[config.mk]
export PLATFORM = sky130hd
export DESIGN_NAME = systolic_layer_scheduler
export DESIGN_NICKNAME = d
export VERILOG_FILES = /design/src/rtl/systolic_layer_scheduler.sv
export SDC_FILE = /design/constraint.sdc
export NUM_CORES = 1
export LEC_CHECK = 0
export BUFFER_PORTS_ARGS = -buffer_cell sky130_fd_sc_hd__buf_2
export CAP_MARGIN = 20
export CORE_MARGIN = 2
export CORE_UTILIZATION = 30
export CTS_CLUSTER_SIZE = 12
export DETAILED_ROUTE_END_ITERATION = 10
export SYNTH_ARGS = -nofsm -noshare
export SYNTH_HDL_FRONTEND = slang
export SYNTH_SLANG_ARGS = --single-unit
export TNS_END_PERCENT = 100
[constraint.sdc]
create_clock -name clk -period 3.71 [get_ports clk]
set_clock_uncertainty 0.15 [all_clocks]
set_input_delay 0.1855 -clock clk [delete_from_list [all_inputs] [get_ports clk]]
set_output_delay 0.1855 -clock clk [all_outputs]
set_load 0.01 [all_outputs]
[src/rtl/systolic_layer_scheduler.sv]
// Purpose: per-layer sequencer for the systolic data buffer: descriptor FIFO, validation, weight/ifmap loads, start, drain, done.
// Latency: pop to start pulse >= 3 cycles; layer_done comes DRAIN_CYCLES+1 cycles after sd_ov is first seen low.
// Backpressure: desc_ready is low while the FIFO holds DESC_DEPTH entries (registered count, no same-cycle pop credit).
// Optional feature macro SCHED_PERF_CNT_EN: busy-cycle and layer counters; without it both perf outputs are tied to 0.
module systolic_layer_scheduler #(
   parameter int HEIGHT        = 8,
   parameter int WIDTH         = 8,
   parameter int DESC_DEPTH    = 4,
   parameter int DRAIN_CYCLES  = HEIGHT + WIDTH,
   parameter int START_TIMEOUT = 4,
   parameter int HEIGHT_W      = $clog2(HEIGHT),
   parameter int WIDTH_W       = $clog2(WIDTH)
) (
   input  logic                clk,
   input  logic                rst,
   input  logic                desc_valid,
   output logic                desc_ready,
   input  logic [HEIGHT_W:0]   desc_ifmap_height,
   input  logic [HEIGHT_W:0]   desc_ifmap_width,
   input  logic [HEIGHT_W:0]   desc_weight_height,
   input  logic                desc_op,
   output logic                wload_req,
   input  logic                wload_done,
   output logic                ifload_req,
   input  logic                ifload_done,
   output logic                layer_info_valid,
   output logic                send_sd_en,
   output logic [HEIGHT_W:0]   ifmap_height_o,
   output logic [HEIGHT_W:0]   ifmap_width_o,
   output logic [HEIGHT_W:0]   weight_height_o,
   output logic                op_o,
   input  logic                sd_ov,
   output logic                layer_done,
   output logic                busy,
   output logic                err_desc,
   output logic                err_timeout,
   input  logic                err_clr,
   output logic [31:0]         perf_busy_cycles,
   output logic [15:0]         perf_layers
);
   localparam int PTR_W = (DESC_DEPTH > 1) ? $clog2(DESC_DEPTH) : 1;
   localparam int CNT_W = PTR_W + 1;
   localparam int DC_W  = $clog2(DRAIN_CYCLES + 1);
   localparam int TO_W  = $clog2(START_TIMEOUT + 1);
   localparam int CMP_W = ((HEIGHT_W > WIDTH_W) ? HEIGHT_W : WIDTH_W) + 2;

   typedef struct packed {
      logic              op;
      logic [HEIGHT_W:0] wh;
      logic [HEIGHT_W:0] w;
      logic [HEIGHT_W:0] h;
   } desc_t;

   typedef enum logic [2:0] {
      S_IDLE, S_LOAD_W, S_LOAD_IF, S_START, S_RUN, S_DRAIN, S_DONE
   } state_t;

   // Dimensions are widened before comparing so the limits fit regardless of field width.
   function automatic logic desc_legal(input desc_t d);
      logic [CMP_W-1:0] h, w, wh;
      h  = CMP_W'(d.h);
      w  = CMP_W'(d.w);
      wh = CMP_W'(d.wh);
      return (h != '0) && (h <= CMP_W'(HEIGHT)) &&
             (w != '0) && (w <= CMP_W'(WIDTH)) &&
             (wh != '0) && (wh <= CMP_W'(HEIGHT)) &&
             (d.op || (wh <= h));
   endfunction

   state_t            state_q, state_d;
   desc_t             mem_q [DESC_DEPTH];
   desc_t             mem_d [DESC_DEPTH];
   logic [PTR_W-1:0]  wr_ptr_q, wr_ptr_d, rd_ptr_q, rd_ptr_d;
   logic [CNT_W-1:0]  count_q, count_d;
   desc_t             cur_q, cur_d;
   logic [DC_W-1:0]   dcnt_q, dcnt_d;
   logic [TO_W-1:0]   tcnt_q, tcnt_d;
   logic              seen_q, seen_d;
   logic              desc_ready_q, desc_ready_d;
   logic              busy_q, busy_d;
   logic              wload_req_q, wload_req_d;
   logic              ifload_req_q, ifload_req_d;
   logic              start_q, start_d;
   logic              layer_done_q, layer_done_d;
   logic              err_desc_q, err_desc_d;
   logic              err_timeout_q, err_timeout_d;
   logic              push, pop, set_err_desc, set_err_to;
   desc_t             head, in_desc;

   assign in_desc = {desc_op, desc_weight_height, desc_ifmap_width, desc_ifmap_height};

   // Next-state, FIFO bookkeeping and next values of every registered output.
   always_comb begin
      state_d      = state_q;
      mem_d        = mem_q;
      wr_ptr_d     = wr_ptr_q;
      rd_ptr_d     = rd_ptr_q;
      cur_d        = cur_q;
      dcnt_d       = dcnt_q;
      tcnt_d       = tcnt_q;
      seen_d       = seen_q;
      push         = desc_valid && desc_ready_q;
      pop          = 1'b0;
      set_err_desc = 1'b0;
      set_err_to   = 1'b0;
      head         = mem_q[rd_ptr_q];
      case (state_q)
         S_IDLE: begin
            if (count_q != '0) begin
               pop = 1'b1;
               if (desc_legal(head)) begin
                  cur_d   = head;
                  state_d = S_LOAD_W;
               end else begin
                  set_err_desc = 1'b1;
               end
            end
         end
         S_LOAD_W:  if (wload_done)  state_d = S_LOAD_IF;
         S_LOAD_IF: if (ifload_done) state_d = S_START;
         S_START: begin
            tcnt_d  = '0;
            seen_d  = 1'b0;
            state_d = S_RUN;
         end
         S_RUN: begin
            if (sd_ov) begin
               seen_d = 1'b1;
            end else if (seen_q) begin
               dcnt_d  = '0;
               state_d = S_DRAIN;
            end else if (tcnt_q == TO_W'(START_TIMEOUT - 2)) begin
               // Last cycle of the window: the error shows START_TIMEOUT cycles after the start pulse.
               set_err_to = 1'b1;
               state_d    = S_IDLE;
            end else begin
               tcnt_d = tcnt_q + 1'b1;
            end
         end
         S_DRAIN: begin
            if (dcnt_q == DC_W'(DRAIN_CYCLES - 1)) state_d = S_DONE;
            else                                   dcnt_d  = dcnt_q + 1'b1;
         end
         S_DONE:  state_d = S_IDLE;
         default: state_d = S_IDLE;
      endcase

      if (push) begin
         mem_d[wr_ptr_q] = in_desc;
         wr_ptr_d        = wr_ptr_q + 1'b1;
      end
      if (pop) rd_ptr_d = rd_ptr_q + 1'b1;
      count_d = count_q + CNT_W'(push) - CNT_W'(pop);

      // A same-cycle set beats the clear.
      err_desc_d    = set_err_desc | (err_desc_q & ~err_clr);
      err_timeout_d = set_err_to | (err_timeout_q & ~err_clr);

      desc_ready_d  = (count_d != CNT_W'(DESC_DEPTH));
      busy_d        = (state_d != S_IDLE) || (count_d != '0);
      wload_req_d   = (state_d == S_LOAD_W);
      ifload_req_d  = (state_d == S_LOAD_IF);
      start_d       = (state_d == S_START);
      layer_done_d  = (state_d == S_DONE);
   end

   // Control state and registered outputs; reset flushes the FIFO and aborts any layer.
   always_ff @(posedge clk) begin
      if (rst) begin
         state_q       <= S_IDLE;
         wr_ptr_q      <= '0;
         rd_ptr_q      <= '0;
         count_q       <= '0;
         cur_q         <= '0;
         dcnt_q        <= '0;
         tcnt_q        <= '0;
         seen_q        <= 1'b0;
         desc_ready_q  <= 1'b1;
         busy_q        <= 1'b0;
         wload_req_q   <= 1'b0;
         ifload_req_q  <= 1'b0;
         start_q       <= 1'b0;
         layer_done_q  <= 1'b0;
         err_desc_q    <= 1'b0;
         err_timeout_q <= 1'b0;
      end else begin
         state_q       <= state_d;
         wr_ptr_q      <= wr_ptr_d;
         rd_ptr_q      <= rd_ptr_d;
         count_q       <= count_d;
         cur_q         <= cur_d;
         dcnt_q        <= dcnt_d;
         tcnt_q        <= tcnt_d;
         seen_q        <= seen_d;
         desc_ready_q  <= desc_ready_d;
         busy_q        <= busy_d;
         wload_req_q   <= wload_req_d;
         ifload_req_q  <= ifload_req_d;
         start_q       <= start_d;
         layer_done_q  <= layer_done_d;
         err_desc_q    <= err_desc_d;
         err_timeout_q <= err_timeout_d;
      end
   end

   // Descriptor storage; contents are only meaningful under the valid count, so no reset.
   always_ff @(posedge clk) begin
      mem_q <= mem_d;
   end

   assign desc_ready       = desc_ready_q;
   assign busy             = busy_q;
   assign wload_req        = wload_req_q;
   assign ifload_req       = ifload_req_q;
   assign layer_info_valid = start_q;
   assign send_sd_en       = start_q;
   assign layer_done       = layer_done_q;
   assign err_desc         = err_desc_q;
   assign err_timeout      = err_timeout_q;
   assign ifmap_height_o   = cur_q.h;
   assign ifmap_width_o    = cur_q.w;
   assign weight_height_o  = cur_q.wh;
   assign op_o             = cur_q.op;

`ifdef SCHED_PERF_CNT_EN
   logic [31:0] perf_busy_q, perf_busy_d;
   logic [15:0] perf_layers_q, perf_layers_d;

   // Busy-cycle count saturates; layer count wraps.
   always_comb begin
      perf_busy_d   = perf_busy_q;
      if (busy_q && (perf_busy_q != '1)) perf_busy_d = perf_busy_q + 32'd1;
      perf_layers_d = perf_layers_q + {15'd0, layer_done_q};
   end

   // Performance counters clear on reset only.
   always_ff @(posedge clk) begin
      if (rst) begin
         perf_busy_q   <= '0;
         perf_layers_q <= '0;
      end else begin
         perf_busy_q   <= perf_busy_d;
         perf_layers_q <= perf_layers_d;
      end
   end

   assign perf_busy_cycles = perf_busy_q;
   assign perf_layers      = perf_layers_q;
`else
   assign perf_busy_cycles = '0;
   assign perf_layers      = '0;
`endif

endmodule

== Word level (Yosys, flattened, before mapping) ==
Index checks and enable logic that the tools add are counted.
Storage, ports and cells
  bits in registers: 92
  bits of input ports: 20
Operators by class
  reductions and logical operators: 23
  bitwise gates (word level): 7
  muxes and demuxes: 34
  equality and inequality tests: 18
  magnitude comparators: 7
  $add $sub $neg: 6
Operators by type and width (count)
  $bwmux W52: 1
  $mux W13: 3
  $mux W3: 11
  $bmux W13 S2: 1
  $demux W13 S2: 1
  $pmux W3 S6: 1
  $eq A3 B2 Y1 const B: 5
  $mux W5: 3
  $le A4 B4 Y1 const B: 3
  $ne A2 B2 Y1 const B: 6
  $reduce_bool A4 Y1: 3
  $mux W1: 10
  $pmux W5 S2: 1
  $eq A3 B3 Y1 const B: 3
  $reduce_bool A3 Y1: 3
  $logic_and A1 B1 Y1: 8
  $reduce_and A4 Y1: 2
  $eq A3 B1 Y1 const B: 2
  $ge A3 B3 Y1 const B: 2
  $not A2 Y3: 2
  $pmux W3 S2: 1
  $add A5 B1 Y5 const B: 1
  $eq A5 B4 Y1 const B: 1
  $add A2 B1 Y2 const B: 2
  other kinds (15): 19

== Logic depth before layout (Yosys ltp) ==
  depth in word-level cells: 16
  depth in mapped cells: 14
  depth with buffers taken out: 12

== Worst setup path after synthesis ==
Ideal clock, no wire load.
  path kind: register -> register
  start: reg state_q[0]
  end: reg busy_q (netlist: busy)
  stages on the path, launching flop included: 15
  arrival time: 2954 ps
  required time: 3435 ps
  buffers on the path: 3
  setup time: 125 ps
  setup slack: 480 ps
  cell sequence: dfxtp_1 -> clkbuf_1 -> or4_1 -> clkbuf_1 -> clkinv_1 -> buf_2 -> ha_1 -> inv_1 -> ha_1 -> inv_1 -> fa_1 -> xor2_1 -> xnor2_1 -> nand3b_1 -> o41a_1
Between the ends
  elaborated cells on any way between the ends: 20
  classes of those cells: 1 x add/sub; 5 x eq/ne; 10 x mux; 4 x reduce/logical
RTL lines
  start: declaration: line 70  | state_t state_q, state_d;
  start signal: assignment: line 187  | state_q <= state_d;
  $logic_not A3 Y1: line 107  | case (state_q)
  $mux W1: line 107
  named net pop: line 87  | logic push, pop, set_err_desc, set_err_to;
  $sub A3 B1 Y3: line 153  | count_d = count_q + CNT_W'(push) - CNT_W'(pop);
  $reduce_bool A3 Y1: line 160  | busy_d = (state_d != S_IDLE) || (count_d != '0);
  $logic_or A1 B1 Y1: line 160
  end signal: assignment: line 196  | busy_q <= busy_d;
  end: declaration: line 80  | logic busy_q, busy_d;
The timed path passes the listed nets, and every way through them passes these cells.
A chain may end at the register's enable or synchronous reset.

== Worst setup path after layout ==
  start: reg rd_ptr_q[0]
  end: reg busy_q (netlist: busy)
Between the ends
  cells in the longest elaborated chain, start to end: 16
  elaborated cells on any way between the ends: 23
  classes of those cells: 4 x order compare; 6 x mux; 1 x bitwise; 12 x reduce/logical
RTL lines
  start: declaration: line 73  | logic [PTR_W-1:0] wr_ptr_q, wr_ptr_d, rd_ptr_q, rd_ptr_d;
  start signal: assignment: line 189  | rd_ptr_q <= rd_ptr_d;
  $not A2 Y3 (not written as such) (*): line 106  | head = mem_q[rd_ptr_q];
  $bmux W13 S2 (*): line 106
  $mux W13 (not written as such) (*) (2 in series): line 106
  $le A4 B4 Y1 or $reduce_bool A4 Y1 (tied branches): line 64  | return (h != '0) && (h <= CMP_W'(HEIGHT)) &&
  $logic_and A1 B1 Y1 (2 in series): line 64
  $logic_and A1 B1 Y1 (2 in series): line 65  | (w != '0) && (w <= CMP_W'(WIDTH)) &&
  $logic_and A1 B1 Y1: line 66  | (wh != '0) && (wh <= CMP_W'(HEIGHT)) &&
  $logic_and A1 B1 Y1 (*): line 66
  $mux W3 (*): line 111  | if (desc_legal(head)) begin
  $mux W3 (*): line 109  | if (count_q != '0) begin
  $pmux W3 S6 (*): line 107
  $reduce_bool A3 Y1 (*): line 160
  $logic_or A1 B1 Y1 (*): line 160
Every way passes the cells marked *; elsewhere a longest branch is shown, timed or not. The select of a mux whose other input is x is not followed.

==> results.md <==
Timing:
- The final cycle utilization of the critical path is 0.892.
- In the post-route analysis, the smallest setup slack over all paths is around 0.4 ns.
- In this run the tightest slew margin relative to its limit is 0.505.
- Setup violations remaining at the end of the flow were counted as 0.
- The final-report max-slew violation count is 0.
- The final critical path time including I/O delays and setup is 3.31 ns.
- The number of hold-slack violations in the final timing report is 0.
- Setup total negative slack on the finished layout was measured at 0 ns.
- The worst slack on hold paths is 0.198 ns.
- Based on the critical path, the design can be clocked at up to just over 0.3 GHz.
- For the pin with the worst max-slew slack, the measured transition is 0.741 ns.
- Setup repair after global routing left no endpoint under its margin.

Route:
- Detailed routing inserted a total of 2,621 vias.
- In the routed design, unresolved DRC markers number 0.
- The pre-antenna-repair detailed-routing pass consisted of 4 iterations.
- The via density per instance is 4.50.
- The total routed wirelength is 7990 µm.
- In this run, the number of DRC markers left after iteration 0 of detailed routing was between 100 and 150.
- After detailed routing, the average wire length per cell comes to 13.7 µm.
- The detail route stage leaves a number of antenna-violating nets equal to 0.

Yosys:
- The post-synthesis cell count is 343.
- The share of the yosys chip area belonging to registers is 0.554.
- In the synthesized netlist the dominant register cell turns out to be edfxtp_1.
- In the post-synthesis netlist, the cell with the most instances is edfxtp_1.
- During synthesis, Yosys emitted a total of 0 warnings.
- The post-synthesis cell type with the largest combined area is edfxtp_1.
- By area the synthesized netlist is led by edfxtp_1, dfxtp_1, buf_4.
- The flop and latch count out of synthesis is 92.
- Counting flops with an async set or reset pin after synthesis yields a share of 0.
- After synthesis the cells add up to 0.00426 mm².
- Of the post-synthesis cell area, the dominant cell type holds 0.367.
- The number of flops mapped to enable cells by yosys is 52.
- The average size of a mapped cell is 12.4 µm².
- Sorting the synthesized cells by how often they occur yields edfxtp_1, buf_4, dfxtp_1.
- The distinct cell type count after synthesis is slightly below 50.

CTS:
- The TritonCTS clock tree is done.
- Clock-pin slew was measured on the worst setup and hold paths at 0.06 ns.
- The CTS H-tree depth is 3.
- The TritonCTS buffer count is 9.
- Clock latency on the worst-skew pair, taken at its later pin, is between 0.3 and 0.4 ns.
- The buffer levels on the longest clock path is 2.
- The cell sitting at the root of the clock tree is a clkbuf_16.
- The clock drives 92 sinks.

Place:
- Input and output buffers added on the ports amount to slightly above 40.
- The congestion estimate from routability-driven global placement came to 0.780.
- At the placement stage, the worst setup path has a slack of 0.407 ns.
- The placement-stage cell area is around 0.0044 mm².
- The HPWL reported at the end of detailed placement is 5600 µm.

Critical path:
- The critical-path maximum fanout is 15.
- The number of buffers and inverters on the critical path is 2.
- The required time at the worst-slack endpoint is 3.79 ns.
- Traced cell by cell, the critical path runs through buf_4 -> mux4_1 -> inv_1 -> ha_1 -> and4_1 -> a211oi_1 -> or4_4 -> nor2_1 -> o41a_1.
- The critical path starts at rd_ptr_q[0]$_SDFFE_PP0P_.
- In this run the critical register-to-register path is launched from rd_ptr_q[0]$_SDFFE_PP0P_.
- The delay contributed by the slowest stage of the critical path is 0.67 ns.
- The worst setup path is of the reg -> reg kind.
- The startpoint type of the worst setup path is a register.
- The critical path data arrival time is 3.39 ns.
- On the critical path the largest part of the delay comes from compound AO/OA/AOI/OAI gates.
- The slowest stage of the critical path belongs to the cell mux4_1.
- The type of destination of the critical path is a register.

Floorplan:
- The core box area is 0.0139 mm².
- The die covers about 0.015 mm².
- The die is 123 µm tall.
- The width of the chip is 123 µm.
- The I/O pin count is 90.
- The initial core utilization is 0.307.
- The count of standard-cell rows is between 40 and 50.

Power and ir drop:
- The clock network fraction of total power is 0.282.
- Cell internal power was estimated by the tool at 2130 µW.
- The net switching share of the total power is 0.325.
- The combinational cell fraction of total power is 0.308.
- IR analysis of the VDD net gives a maximum drop of 0.000350 V.
- The total power divided by cell area is between 600 and 700 mW/mm².
- The share of total power dissipated in sequential elements is 0.411.
- The power spent charging and discharging nets is 1030 µW.
- The leakage power of the design is approximately 0.0019 µW.

Layout:
- Relative to the synthesized area, the layout overhead comes to 14.7%.
- The post-layout net count is approximately 430.
- The number of inserted diodes is 0.
- Of the cells placed in the final design, the portion with a size suffix greater than 1 is 0.174.
- The summed area of non-filler cells in the final layout is 0.00489 mm².

Outcome:
- The flow ran to the end, and the final reports show no timing, DRC or antenna violations.

GRT:
- The via count of the first global-routing pass was 2,510.
- The initial antenna violation count came to 0.
- The overall track demand over capacity in global routing is 0.112.
- The total overflow left after global routing is 0.
- The maximum number of pins on one net before global-route repair is 35.
- The wire length of the first global-routing pass is 12,800 µm.

Hold path:
- The launch point of the worst hold path is wload_done.
- The path class of the tightest hold or removal check is in -> reg.

Flow run:
- The count of maximum capacitance violations is 0.
-- metal layers --
metal / global-route usage / share of wire / wire, µm
met5: 0 / 0 / 0
met1: 0.133 / 0.43 / 3430
met3: 0.0341 / 0.060 / 483
met4: 0.0447 / 0.017 / 133
met2: 0.187 / 0.49 / 3950
-- power by group through the flow --
| stage | clock network, µW | logic (µW) | registers [µW] |
|---|---|---|---|
| after CTS | 914 | 973 | 1300 |
| after global placement | 0 | 932 | 1320 |
| final | 889 | 970 | 1290 |
| after detailed placement | 0 | 955 | 1320 |
| after global routing | 957 | 1080 | 1310 |
| after floorplan | 0 | 789 | 1290 |
-- final timing paths --
| kind | endpoint | slack, ns | depth (start not counted) |
|---|---|---|---|
| worst max register to register | busy$_SDFF_PP0_ | 0.40 | 9 |
| worst max-delay path | busy$_SDFF_PP0_ | 0.40 | 9 |
| worst min register to register | ifmap_width_o[3]$_SDFFE_PP0P_ | 0.31 | 2 |
| worst min-delay path | layer_done$_SDFF_PP0_ | 0.20 | 4 |
-- worst register-to-register path, cell delays in order (launching register included) --
cell and delay [ns]:
dfxtp_1 0.50, buf_4 0.28, mux4_1 0.67, inv_1 0.09
ha_1 0.22, and4_1 0.17, a211oi_1 0.31, or4_4 0.31
nor2_1 0.08, o41a_1 0.41
-- what timing repair did --
action	in CTS	in global routing
setup buffers	0	0
endpoints found under the hold margin	55	0
hold buffers	16	0
resized for setup	0	0
-- through the flow --
stage          std cells  utilization  power [µW]
3_5_place_dp         552        0.320        2280
6_report             583        0.352        3150
4_1_cts              583        0.352        3190
2_1_floorplan        390            -        2080
5_1_grt              583        0.352        3350
3_3_place_gp         552        0.320        2250
-- kinds of logic (layout without fill, tap and decap cells) --
| family | after synthesis | after routing | synth area share |
|---|---|---|---|
| fa+ha+maj | 15 | 15 | 0.0458 |
| simple gates | 85 | 85 | 0.108 |
| xor+xnor | 9 | 9 | 0.0185 |
| mux | 15 | 15 | 0.0822 |
| buf+inv | 75 | 88 | 0.118 |
| flops | 92 | 92 | 0.554 |
| other cells | 1 | 48 | 0.000880 |
| compound gates | 51 | 51 | 0.0723 |
-- sequential cells by signal, summed over array words and instances (netlist names), 2 cells and up --
name / flops
ifmap_height_o: 4
mem_q: 52
weight_height_o: 4
ifmap_width_o: 4
tcnt_q: 3
rd_ptr_q: 2
wr_ptr_q: 2
dcnt_q: 5
state_q: 3
count_q: 3
-- area by class of cell --
cell class	count	area [µm²]
Clock buffer	9	225
Clock inverter	6	63.8
Fill cell	1346	8990
Inverter	12	45.0
Multi-Input combinational cell	223	1570
Sequential cell	92	2360
Tap cell	180	225
Timing Repair Buffer	61	395
-- layout by cell type (no fill, tap or decap), types with 10 or more instances in the layout --
master         count
dfxtp_1           40
buf_2             41
a21oi_1           24
dlygate4sd3_1     16
ha_1              14
mux4_1            10
nand2_1           10
nand3_1           16
nor2_1            18
conb_1            48
edfxtp_1          52
inv_1             11
(Power assumes the default switching activity.)
